`config.mk`:
```
export PLATFORM = sky130hd
export DESIGN_NAME = packet_deflitizer
export DESIGN_NICKNAME = d
export VERILOG_FILES = /design/src/rtl/packet_deflitizer.sv
export SDC_FILE = /design/constraint.sdc
export NUM_CORES = 1
export LEC_CHECK = 0
export CAP_MARGIN = 20
export CORE_ASPECT_RATIO = 1.25
export CORE_MARGIN = 4
export CORE_UTILIZATION = 52
export DETAILED_ROUTE_END_ITERATION = 7
export HOLD_SLACK_MARGIN = 0.02
export PLACE_DENSITY = 0.87
export SLEW_MARGIN = 25
export SYNTH_ARGS = -nofsm -noshare
export SYNTH_HDL_FRONTEND = slang
export SYNTH_SLANG_ARGS = --single-unit
```
`constraint.sdc`:
```
create_clock -name nocclk -period 8.4 [get_ports nocclk]
set_input_delay 1.26 -clock nocclk [delete_from_list [all_inputs] [get_ports nocclk]]
set_output_delay 1.26 -clock nocclk [all_outputs]
set_load 0.02 [all_outputs]
```
`src/rtl/packet_deflitizer.sv`:
```
// Unpacks 128-bit NoC flits into a stream of 32-bit CPU words with header/last marking.
// Optional ordering check enabled by defining DEFLIT_PROTOCOL_CHECK_EN.
module packet_deflitizer (
  input  logic         nocclk,
  input  logic         rst,
  input  logic [127:0] poped_flit,
  input  logic         poped_flit_valid,
  output logic         poped_flit_ready,
  output logic [31:0]  data_out,
  output logic         data_out_valid,
  input  logic         data_out_ready,
  output logic         data_out_last,
  output logic         data_out_is_header,
  output logic         in_packet,
  output logic         protocol_error
);

  typedef enum logic {IDLE, UNPACK} state_t;
  typedef enum logic [1:0] {
    T_HEAD     = 2'b00,
    T_BODY     = 2'b01,
    T_TAIL     = 2'b10,
    T_HEADTAIL = 2'b11
  } flit_type_t;

  state_t       state, state_next;
  logic [127:0] flit;
  logic [1:0]   idx, idx_next;
  logic         in_packet_next;

  // Head and headtail carry a header word in front of their payload.
  function automatic logic has_header(input logic [127:0] f);
    return f[127] == f[126];
  endfunction

  function automatic logic [2:0] word_count(input logic [127:0] f);
    return {1'b0, f[125:124]} + {2'b00, has_header(f)};
  endfunction

  flit_type_t in_type;
  logic       in_hdr;
  logic [2:0] in_words;
  logic       held_hdr;
  logic [2:0] held_words;
  logic       final_word;
  logic       transfer;
  logic       pop;
  logic       err;

  assign in_type    = flit_type_t'(poped_flit[127:126]);
  assign in_hdr     = has_header(poped_flit);
  assign in_words   = word_count(poped_flit);
  assign held_hdr   = has_header(flit);
  assign held_words = word_count(flit);
  assign final_word = ({1'b0, idx} == held_words - 3'd1);
  assign transfer   = (state == UNPACK) && data_out_ready;

  assign poped_flit_ready = (state == IDLE) || (transfer && final_word);
  assign pop              = poped_flit_valid && poped_flit_ready;

`ifdef DEFLIT_PROTOCOL_CHECK_EN
  logic error_pulse;
  assign err = pop && (in_hdr ? in_packet : !in_packet);
  always_ff @(posedge nocclk or posedge rst) begin
    if (rst) error_pulse <= 1'b0;
    else     error_pulse <= err;
  end
  assign protocol_error = error_pulse;
`else
  assign err            = 1'b0;
  assign protocol_error = 1'b0;
`endif

  always_comb begin
    // NOTE: every output of this block gets a default first so no latch is inferred.
    state_next     = state;
    idx_next       = idx;
    in_packet_next = in_packet;
    if (transfer) begin
      if (final_word) begin
        state_next = IDLE;
        if (flit[127]) in_packet_next = 1'b0;
      end else begin
        idx_next = idx + 2'd1;
      end
    end
    // A pop on the final transfer overrides the return to IDLE for back-to-back flits.
    if (pop && !err) begin
      if (in_type == T_HEAD)
        in_packet_next = 1'b1;
      else if (in_type == T_TAIL && in_words == 3'd0)
        in_packet_next = 1'b0;
      if (in_words != 3'd0) begin
        state_next = UNPACK;
        idx_next   = 2'd0;
      end
    end
  end

  always_ff @(posedge nocclk or posedge rst) begin
    // NOTE: sequential state uses non-blocking assignments so all registers update together.
    if (rst) begin
      state     <= IDLE;
      idx       <= 2'd0;
      in_packet <= 1'b0;
    end else begin
      state     <= state_next;
      idx       <= idx_next;
      in_packet <= in_packet_next;
    end
  end

  // NOTE: the flit holder is reset too; it is a single register, not a memory array.
  always_ff @(posedge nocclk or posedge rst) begin
    if (rst)
      flit <= '0;
    else if (pop && !err && in_words != 3'd0)
      flit <= poped_flit;
  end

  logic [1:0]  pay_idx;
  logic [31:0] payload;

  assign pay_idx = held_hdr ? idx - 2'd1 : idx;

  always_comb begin
    payload = flit[95:64];
    case (pay_idx)
      2'd0:    payload = flit[31:0];
      2'd1:    payload = flit[63:32];
      default: payload = flit[95:64];
    endcase
  end

  assign data_out_valid     = (state == UNPACK);
  assign data_out_is_header = data_out_valid && held_hdr && (idx == 2'd0);
  assign data_out_last      = data_out_valid && final_word && flit[127];
  assign data_out           = !data_out_valid    ? 32'h0 :
                              data_out_is_header ? flit[127:96] : payload;

endmodule
```
# --- Yosys cells after proc, flatten, opt, wreduce, memory -nomap -nowiden ---
# Index checks and enable logic that the tools add are counted.
word_totals:
  register_bits: 132
  wordCells: 48
  input_bits: 132
  out_inout_bits: 38
classes:
  reduce_logical: 15
  n_bitwise: 1
  addsub: 5
  n_eq_ne: 5
  muxes: 18
ops:
  columns: ["operator", "count"]
  rows:
  - ["$mux W32", 2]
  - ["$pmux W32 S2", 1]
  - ["$mux W1", 10]
  - ["$mux W2", 5]
  - ["$logic_and A1 B1 Y1", 9]
  - ["$add A2 B1 Y3", 2]
  - ["$logic_not A2 Y1", 3]
  - ["$eq A2 B3 Y1", 1]
  - ["$logic_not A3 Y1", 1]
  - ["$reduce_bool A3 Y1", 1]
  - ["$sub A3 B1 Y3 const B", 1]
  - ["$add A2 B1 Y2 const B", 1]
  - ["$eq A1 B1 Y1", 2]
  - ["$eq A2 B1 Y1 const B", 1]
  - ["$eq A2 B2 Y1 const B", 1]
  - ["$sub A2 B1 Y2 const B", 1]
  - ["$logic_or A1 B1 Y1", 1]
  - ["$not A1 Y1", 1]

# --- Longest topological paths before layout ---
# Gate-level depths: netlist of run 1.
logic_depth:
  ltp_word: 9
  ltp_mapped: 11
  ltp_nobuf: 9

# --- Worst setup path before layout of run 1 ---
# OpenSTA, ideal clock, no wires.
synth_path:
  path_type: "register to output"
  startpoint: "register flit[127]"
  endpoint: "output data_out_last"
  stages_incl_launch_ff: 8
  arrival_time_ns: 2.305
  path_slack_ns: 4.835
  required_time_ns: 7.140
  n_path_buf: 0
  cell_sequence: "dfrtp_1 -> xnor2_1 -> inv_1 -> ha_1 -> ha_1 -> xnor2_1 -> nor3_1 -> and3_1"
synth_via:
  elab_chain_cells: 6
synth_lines:
  columns: ["item", "line", "text"]
  rows:
  - ["start: declaration", "27", "logic [127:0] flit;"]
  - ["start signal: assignment", "118", "flit <= poped_flit;"]
  - ["$eq A1 B1 Y1", "33", "return f[127] == f[126];"]
  - ["$add A2 B1 Y3", "37", "return {1'b0, f[125:124]} + {2'b00, has_header(f)};"]
  - ["$sub A3 B1 Y3", "55", "assign final_word = ({1'b0, idx} == held_words - 3'd1);"]
  - ["$eq A2 B3 Y1", "55", null]
  - ["$logic_and A1 B1 Y1", "137", "assign data_out_last = data_out_valid && final_word && flit[127];"]
  - ["$logic_and A1 B1 Y1 *", "137", null]
  - ["end: declaration", "12", "output logic data_out_last,"]
# Mark *: on every way between the ends. The rest lies on a longest branch, timed or not.

# --- Worst setup path after layout of run 1 ---
layout_path:
  startpoint: "register flit[126]"
  endpoint: "output data_out[28]"
layout_via:
  elab_chain_cells: 6
  elab_cells_between_ends: 9
  classes_between: "eq/ne (2); mux (4); reduce/logical (3)"
layout_lines:
  columns: ["item", "line", "text"]
  rows:
  - ["$eq A1 B1 Y1 *", "33", null]
  - ["$mux W2", "124", "assign pay_idx = held_hdr ? idx - 2'd1 : idx;"]
  - ["$eq A2 B1 Y1 or $logic_not A2 Y1 (tied branches)", "128", "case (pay_idx)"]
  - ["$pmux W32 S2", "128", null]
  - ["$mux W32 *", "139", "data_out_is_header ? flit[127:96] : payload;"]
  - ["$mux W32 *", "138", "assign data_out = !data_out_valid ? 32'h0 :"]
  - ["end: declaration", "9", "output logic [31:0] data_out,"]
# Marks and branches as above.

==> reports/results.tsv, run 1 <==
metric	value	unit
DRC Markers	0	
Pre-antenna DRT Iters	5	
Final Max Slew Viols	0	
crit path max fanout	34	
register clock-pin slew on the reported worst setup and hold paths	60	ps
register area share after synthesis	54.0	%
final wirelength	16.6	mm
chip width	105	um
Worst R2R Start	flit[126]	
CTS Buf Count	17	
die height	129	um
Top Ports	170	
setup slack, reg-to-reg	3700	ps
Tcrit/Tclk final	61.1	%
reg2reg path depth	9	
Finish-stage setup viols	0	
Initial Util	52.9	%
largest net degree at the start of global routing	74	
vias in the first global route	5159	
Crit path arrival time	3870	ps
asr flop ratio synth	100	%
clock root buffer	clkbuf_16	
WL/cell	20.9	um
WHS Endpoint	flit[107]	
Worst Hold Class	reg2reg	
reg-to-reg endpoint	flit[67]	
first-pass GRT wire length	25.8	mm
CORE AREA	0.0116	mm2
TritonCTS clock tree	done	
WP data required	7140	ps
RSZ-0062 raised after global routing	no	
antenna cell count	0	
clk_lat worst skew	420	ps
clock share of power	15.4	%
Fillers	781	
Yosys top cell by area	dfrtp_1	
mean area per synthesized cell	12.6	um2
DP Cell Count	761	
H-tree depth	4	
initial antenna violation count	0	
list of most frequent post-synthesis cells	132 x dfrtp_1, 128 x mux2_2, 59 x a21oi_1	
Die ar.	0.0136	mm2
top cell type's share of synthesized area	54.0	%
Pint	2.56	mW
worst setup path class	reg2out	
Initial DRC Count	263	
Netlist cell types	30	
Synth Register Bits	132	
HPWL Detailed	11.4	mm
Switching Fraction	40.7	%
All-Layer GR Usage	24.5	%
share of cells above drive strength 1	26.8	%
Fin Setup TNS	0	ps
DR vias/cell	5.90	
power share of the combinational group	57.6	%
Post-synth EDFFs	0	
largest cells by area after synthesis	dfrtp_1 54%, mux2_2 24%, a21oi_1 4.8%	
Syn Inst Count	485	
Psw	1.76	mW
clock tree buffer depth	2	
PostCTS Resize Cnt	0	
NumNets Final	782	
# port buffers	168	
placer congestion estimate	0.804	
final hold violation count	0	
worst hold start	flit[107]	
syn nets	624	
Worst-Margin Slew	955	ps
power per cell area	513	mW/mm2
Final min period	5130	ps
hold path cells	1	
top_reg_cell synth	dfrtp_1	
mapped cell area	0.00612	mm2
register area	0.00330	mm2
Fmax	0.195	GHz
Hold-fix buffers, CTS	0	
vias post-DR	4685	
yosys warns	0	
crit path launch type	flop	
synthesis-to-finish area growth	37.5	%
GRT overflow	0	
Post-Layout Cell Count	794	
Reg power frac	26.9	%
multi-input logic area	0.00259	mm2
crit path capture type	primary output	
max_cap viols	0	
Slew headroom	36.3	%
Leak	3.45	nW
Cell Rows	44	
ANT nets after route	0	
outcome	finished clean	
clk_skew	9.52	ps
most frequent cell after synthesis	dfrtp_1	
clock sinks	132	
Max VDD drop	284	uV
setup bufs post-CTS	0	
-- how the worst max path moves through the flow --
stage | cells after the start | endpoint | startpoint | slack (ps)
2_1_floorplan | 1 | data_out_valid | rst | 3610
3_3_place_gp | 6 | data_out[28] | flit[127] | 2930
3_5_place_dp | 6 | data_out[29] | flit[127] | 2720
4_1_cts | 6 | data_out[29] | flit[127] | 2220
5_1_grt | 6 | data_out[28] | flit[127] | 2940
6_report | 6 | data_out[28] | flit[126] | 3270
-- power groups by stage --
stage	clock (mW)	combinational (mW)	sequential [mW]
6_report	0.667	2.49	1.16
5_1_grt	0.708	2.66	1.20
4_1_cts	0.675	2.48	1.16
3_5_place_dp	0	2.46	1.16
3_3_place_gp	0	2.35	1.14
2_1_floorplan	0	1.59	1.10
-- worst max-delay path: stages, from the launching register on --
cell,delay [ps]
dfrtp_1,430
xnor2_2,600
nand3_2,600
inv_2,770
a21oi_1,90
a221oi_1,300
clkdlybuf4s50_1,650
-- metrics by stage --
stage / total power, mW / setup WS, ps / hold slack (ps) / instance area [um2] / utilization [%]
after CTS: 4.32 / 2220 / 504 / 8390 / 72.6
after floorplan: 2.69 / 3610 / 475 / 6120 / -
after global routing: 4.57 / 2940 / 509 / 8420 / 72.8
final: 4.32 / 3270 / 502 / 8420 / 72.8
after global placement: 3.49 / 2930 / 485 / 7810 / 67.6
after detailed placement: 3.63 / 2720 / 491 / 7860 / 68.0
-- layer usage --
metal,vias up,share of wire (%),global-route usage (%)
li1,2102,-,-
met1,2344,37,27.2
met2,195,54,43.7
met3,44,5.5,5.33
met4,0,3.3,14.2
met5,-,0,0
-- area by class of cell --
cell class                 instances  area share [%]
clock inverter                    15            1.31
sequential                       132            39.3
clock buffer                      17            5.06
timing repair buffer             174            20.9
inverter                          13           0.610
tap                              138            2.05
multi-input combinational        305            30.8
-- layout by cell type (no fill, tap or decap), drive strengths merged, types with 2 or more instances in the layout --
master	n
a22oi	31
a31oi	5
nor2	4
ha	7
clkdlybuf4s50	168
o211ai	3
a32o	2
a221oi	2
mux2i	3
and3	5
clkbuf	17
nor3	2
buf	6
o21ai	32
xnor2	3
nand2	8
mux2	128
inv	16
clkinvlp	5
clkinv	7
nand2b	4
a21oi	59
dfrtp	132
-- flip-flops by register name (all words and copies together), names as in the netlist --
register / flops
data_out_valid: 1
in_packet: 1
flit: 128
idx: 2
-- logic make-up (layout without fill, tap and decap cells) --
logic type | count (synthesis) | after routing | synth area share [%]
AO/OA/AOI/OAI | 137 | 137 | 13.5
XOR/XNOR | 3 | 3 | 0.429
adder cells (fa/ha/maj) | 7 | 7 | 1.43
buffers and inverters | 48 | 219 | 4.48
flip-flops | 132 | 132 | 54.0
multiplexers | 131 | 131 | 24.0
other | 1 | 1 | 0.0613
AND/OR/NAND/NOR | 26 | 26 | 2.13
(Power assumes the default switching activity.)
==> run 2: changes to the inputs <==
CORE_UTILIZATION = 48   (was 52)
PLACE_DENSITY = 0.81   (was 0.87)
clock period = 5 ns   (was 8.4 ns; I/O delays follow)
==> run 2 against run 1 <==
Net effect: hold slack worse by 4.1 ps; cell count up 4.0%; first-iteration DRC count down 24%; wire length is 3.2% lower; setup slack lost 2500 ps; sequential power increased by 66%; clock skew shrank 1.9 ps.
==> reports/results.tsv, run 2 (synthesized netlist as in run 1, its figures left out) <==
metric	value	unit	change
outcome	finished clean		unchanged
vias in the first global route	5137		was 5,159
GRT overflow	0		unchanged
ANT nets after route	0		unchanged
placed instance area	0.00793	mm2	was 0.00786 mm2
Worst path slowest cell	clkdlybuf4s50_1		was inv_2
DP Cell Count	794		was 761
Tcrit/Tclk final	85.5	%	
Post-Layout Cell Count	826		was 794
PostCTS Resize Cnt	0		unchanged
largest net degree at the start of global routing	53		was 74
clock sinks	132		unchanged
Fin Setup TNS	0	ps	unchanged
DRC Markers	0		unchanged
Max VDD drop	409	uV	was 284 uV
Worst Hold Class	reg2reg		unchanged
Top Ports	170		unchanged
NumNets Final	788		was 782
HPWL Detailed	11.3	mm	was 11.4 mm
# port buffers	168		unchanged
Leak	3.47	nW	was 3.45 nW
All-Layer GR Usage	22.9	%	was 24.5%
max_cap viols	0		unchanged
final wirelength	16.1	mm	was 16.6 mm
synthesis-to-finish area growth	38.3	%	was 37.5%
share of cells above drive strength 1	26.4	%	was 26.8%
Pre-antenna DRT Iters	5		unchanged
final hold violation count	0		unchanged
WL/cell	19.5	um	was 20.9 um
CTS Buf Count	17		unchanged
clk_skew	7.58	ps	was 9.52 ps
power per cell area	850	mW/mm2	was 513 mW/mm2
clock tree buffer depth	2		unchanged
chip width	109	um	was 105 um
most frequent cells in the layout	168 x clkdlybuf4s50_1, 132 x dfrtp_1, 128 x mux2_2		unchanged
Initial Util	49.6	%	was 52.9%
clk_lat worst skew	400	ps	was 420 ps
worst setup path class	reg2out		unchanged
Slew headroom	53.0	%	was 36.3%
first-pass GRT wire length	25.6	mm	was 25.8 mm
biggest regs	flit: 128 flops, idx: 2 flops		unchanged
Power, Total	7.19	mW	was 4.32 mW
Final min period	4270	ps	
crit path max fanout	29		was 34
max reg flops	128		unchanged
Worst-Margin Slew	706	ps	was 955 ps
H-tree depth	4		unchanged
Buf/Inv on CP	4		was 2
die height	134	um	was 129 um
Hold-fix buffers, CTS	0		unchanged
clock root buffer	clkbuf_16		unchanged
Final Max Slew Viols	0		unchanged
Post-Route Utilization	68.6	%	was 72.8%
Reg with most FFs	flit		unchanged
Finish-stage setup viols	0		unchanged
setup bufs post-CTS	0		unchanged
Crit path arrival time	3520	ps	was 3870 ps
Critical Path Max Stage Delay	690	ps	was 770 ps
placer congestion estimate	0.810		was 0.804
crit path launch type	flop		unchanged
worst-path cell chain	inv_1 -> ha_1 -> nand3_1 -> buf_4 -> clkinv_1 -> a221oi_1 -> clkdlybuf4s50_1		was xnor2_2 -> nand3_2 -> inv_2 -> a21oi_1 -> a221oi_1 -> clkdlybuf4s50_1
DR vias/cell	5.56		was 5.90
initial antenna violation count	0		unchanged
register clock-pin slew on the reported worst setup and hold paths	60	ps	about the same
Initial DRC Count	201		was 263
CORE AREA	0.0123	mm2	was 0.0116 mm2
Crit path max-delay family	buffers and inverters		unchanged
TritonCTS clock tree	done		unchanged
Die ar.	0.0146	mm2	was 0.0136 mm2
Design Area, Final	0.00846	mm2	was 0.00842 mm2
RSZ-0062 raised after global routing	no		unchanged
antenna cell count	0		unchanged
commonest non-fill, non-tap cell in the layout	clkdlybuf4s50_1		unchanged
WP data required	4250	ps	was 7140 ps
Fmax	0.234	GHz	
crit path capture type	primary output		unchanged
vias post-DR	4590		was 4,685
Cell Rows	45		was 44
## run 2: cell types whose count changed in the layout (fill, tap and decap cells not counted), moves of 2 or more
| cell | previous run | this run |
|---|---|---|
| buf_4 | 3 | 11 |
| clkbuf_1 | 0 | 4 |
| clkinv_2 | 4 | 6 |
| clkinv_4 | 3 | 1 |
| clkinvlp_4 | 5 | 2 |
| inv_6 | 3 | 0 |
## run 2: metal layers
metal	routed length (um)	share of wire, %	global-route usage (%)	vias up
met5	0	0	0	-
met4	513	3.2	12.4	0
met3	967	6.0	4.57	30
met2	8550	53	39.2	170
met1	6040	38	26.4	2282
li1	-	-	-	2108
## run 2: cell type report
cell class                 instances  area (um2)
fill                             882        3870
sequential                       132        3300
multi-input combinational        305        2580
timing repair buffer             180        1780
clock buffer                      22         454
tap                              164         205
clock inverter                    10        83.8
inverter                          13        51.3
## run 2: worst reg2reg max path: cells and delay by family, from the launching register on
| family | cells | cell delay (ps) |
|---|---|---|
| flip-flops | 1 | 440 |
| buffers and inverters | 3 | 760 |
| AO/OA/AOI/OAI | 1 | 450 |
| adder cells (fa/ha/maj) | 2 | 510 |
| multiplexers | 1 | 390 |
| XOR/XNOR | 2 | 380 |
| AND/OR/NAND/NOR | 1 | 680 |
## run 2: power breakdown
group | switching, mW | internal [mW]
clock network | 0.432 | 0.691
registers | 0.305 | 1.63
logic | 2.13 | 2.01
total | 2.86 | 4.33
## run 2: through the flow
step / hold slack [ps] / setup slack (ps)
finish: 498 / 727
global route: 509 / 458
CTS: 502 / 719
detailed placement: 490 / 1010
global placement: 484 / 1130
floorplan: 475 / 724
## run 2: path summary, 6_finish.rpt
path | startpoint | end | slack [ps] | cells past startpoint
setup / recovery | idx[1] | data_out[29] | 730 | 7
hold / removal | flit[123] | flit[123] | 500 | 1
setup reg to reg | flit[127] | flit[19] | 1290 | 10
hold reg to reg | flit[123] | flit[123] | 500 | 1
max in group asynchronous | rst | flit[11] | 3330 | 3
min in group asynchronous | rst | flit[22] | 690 | 2
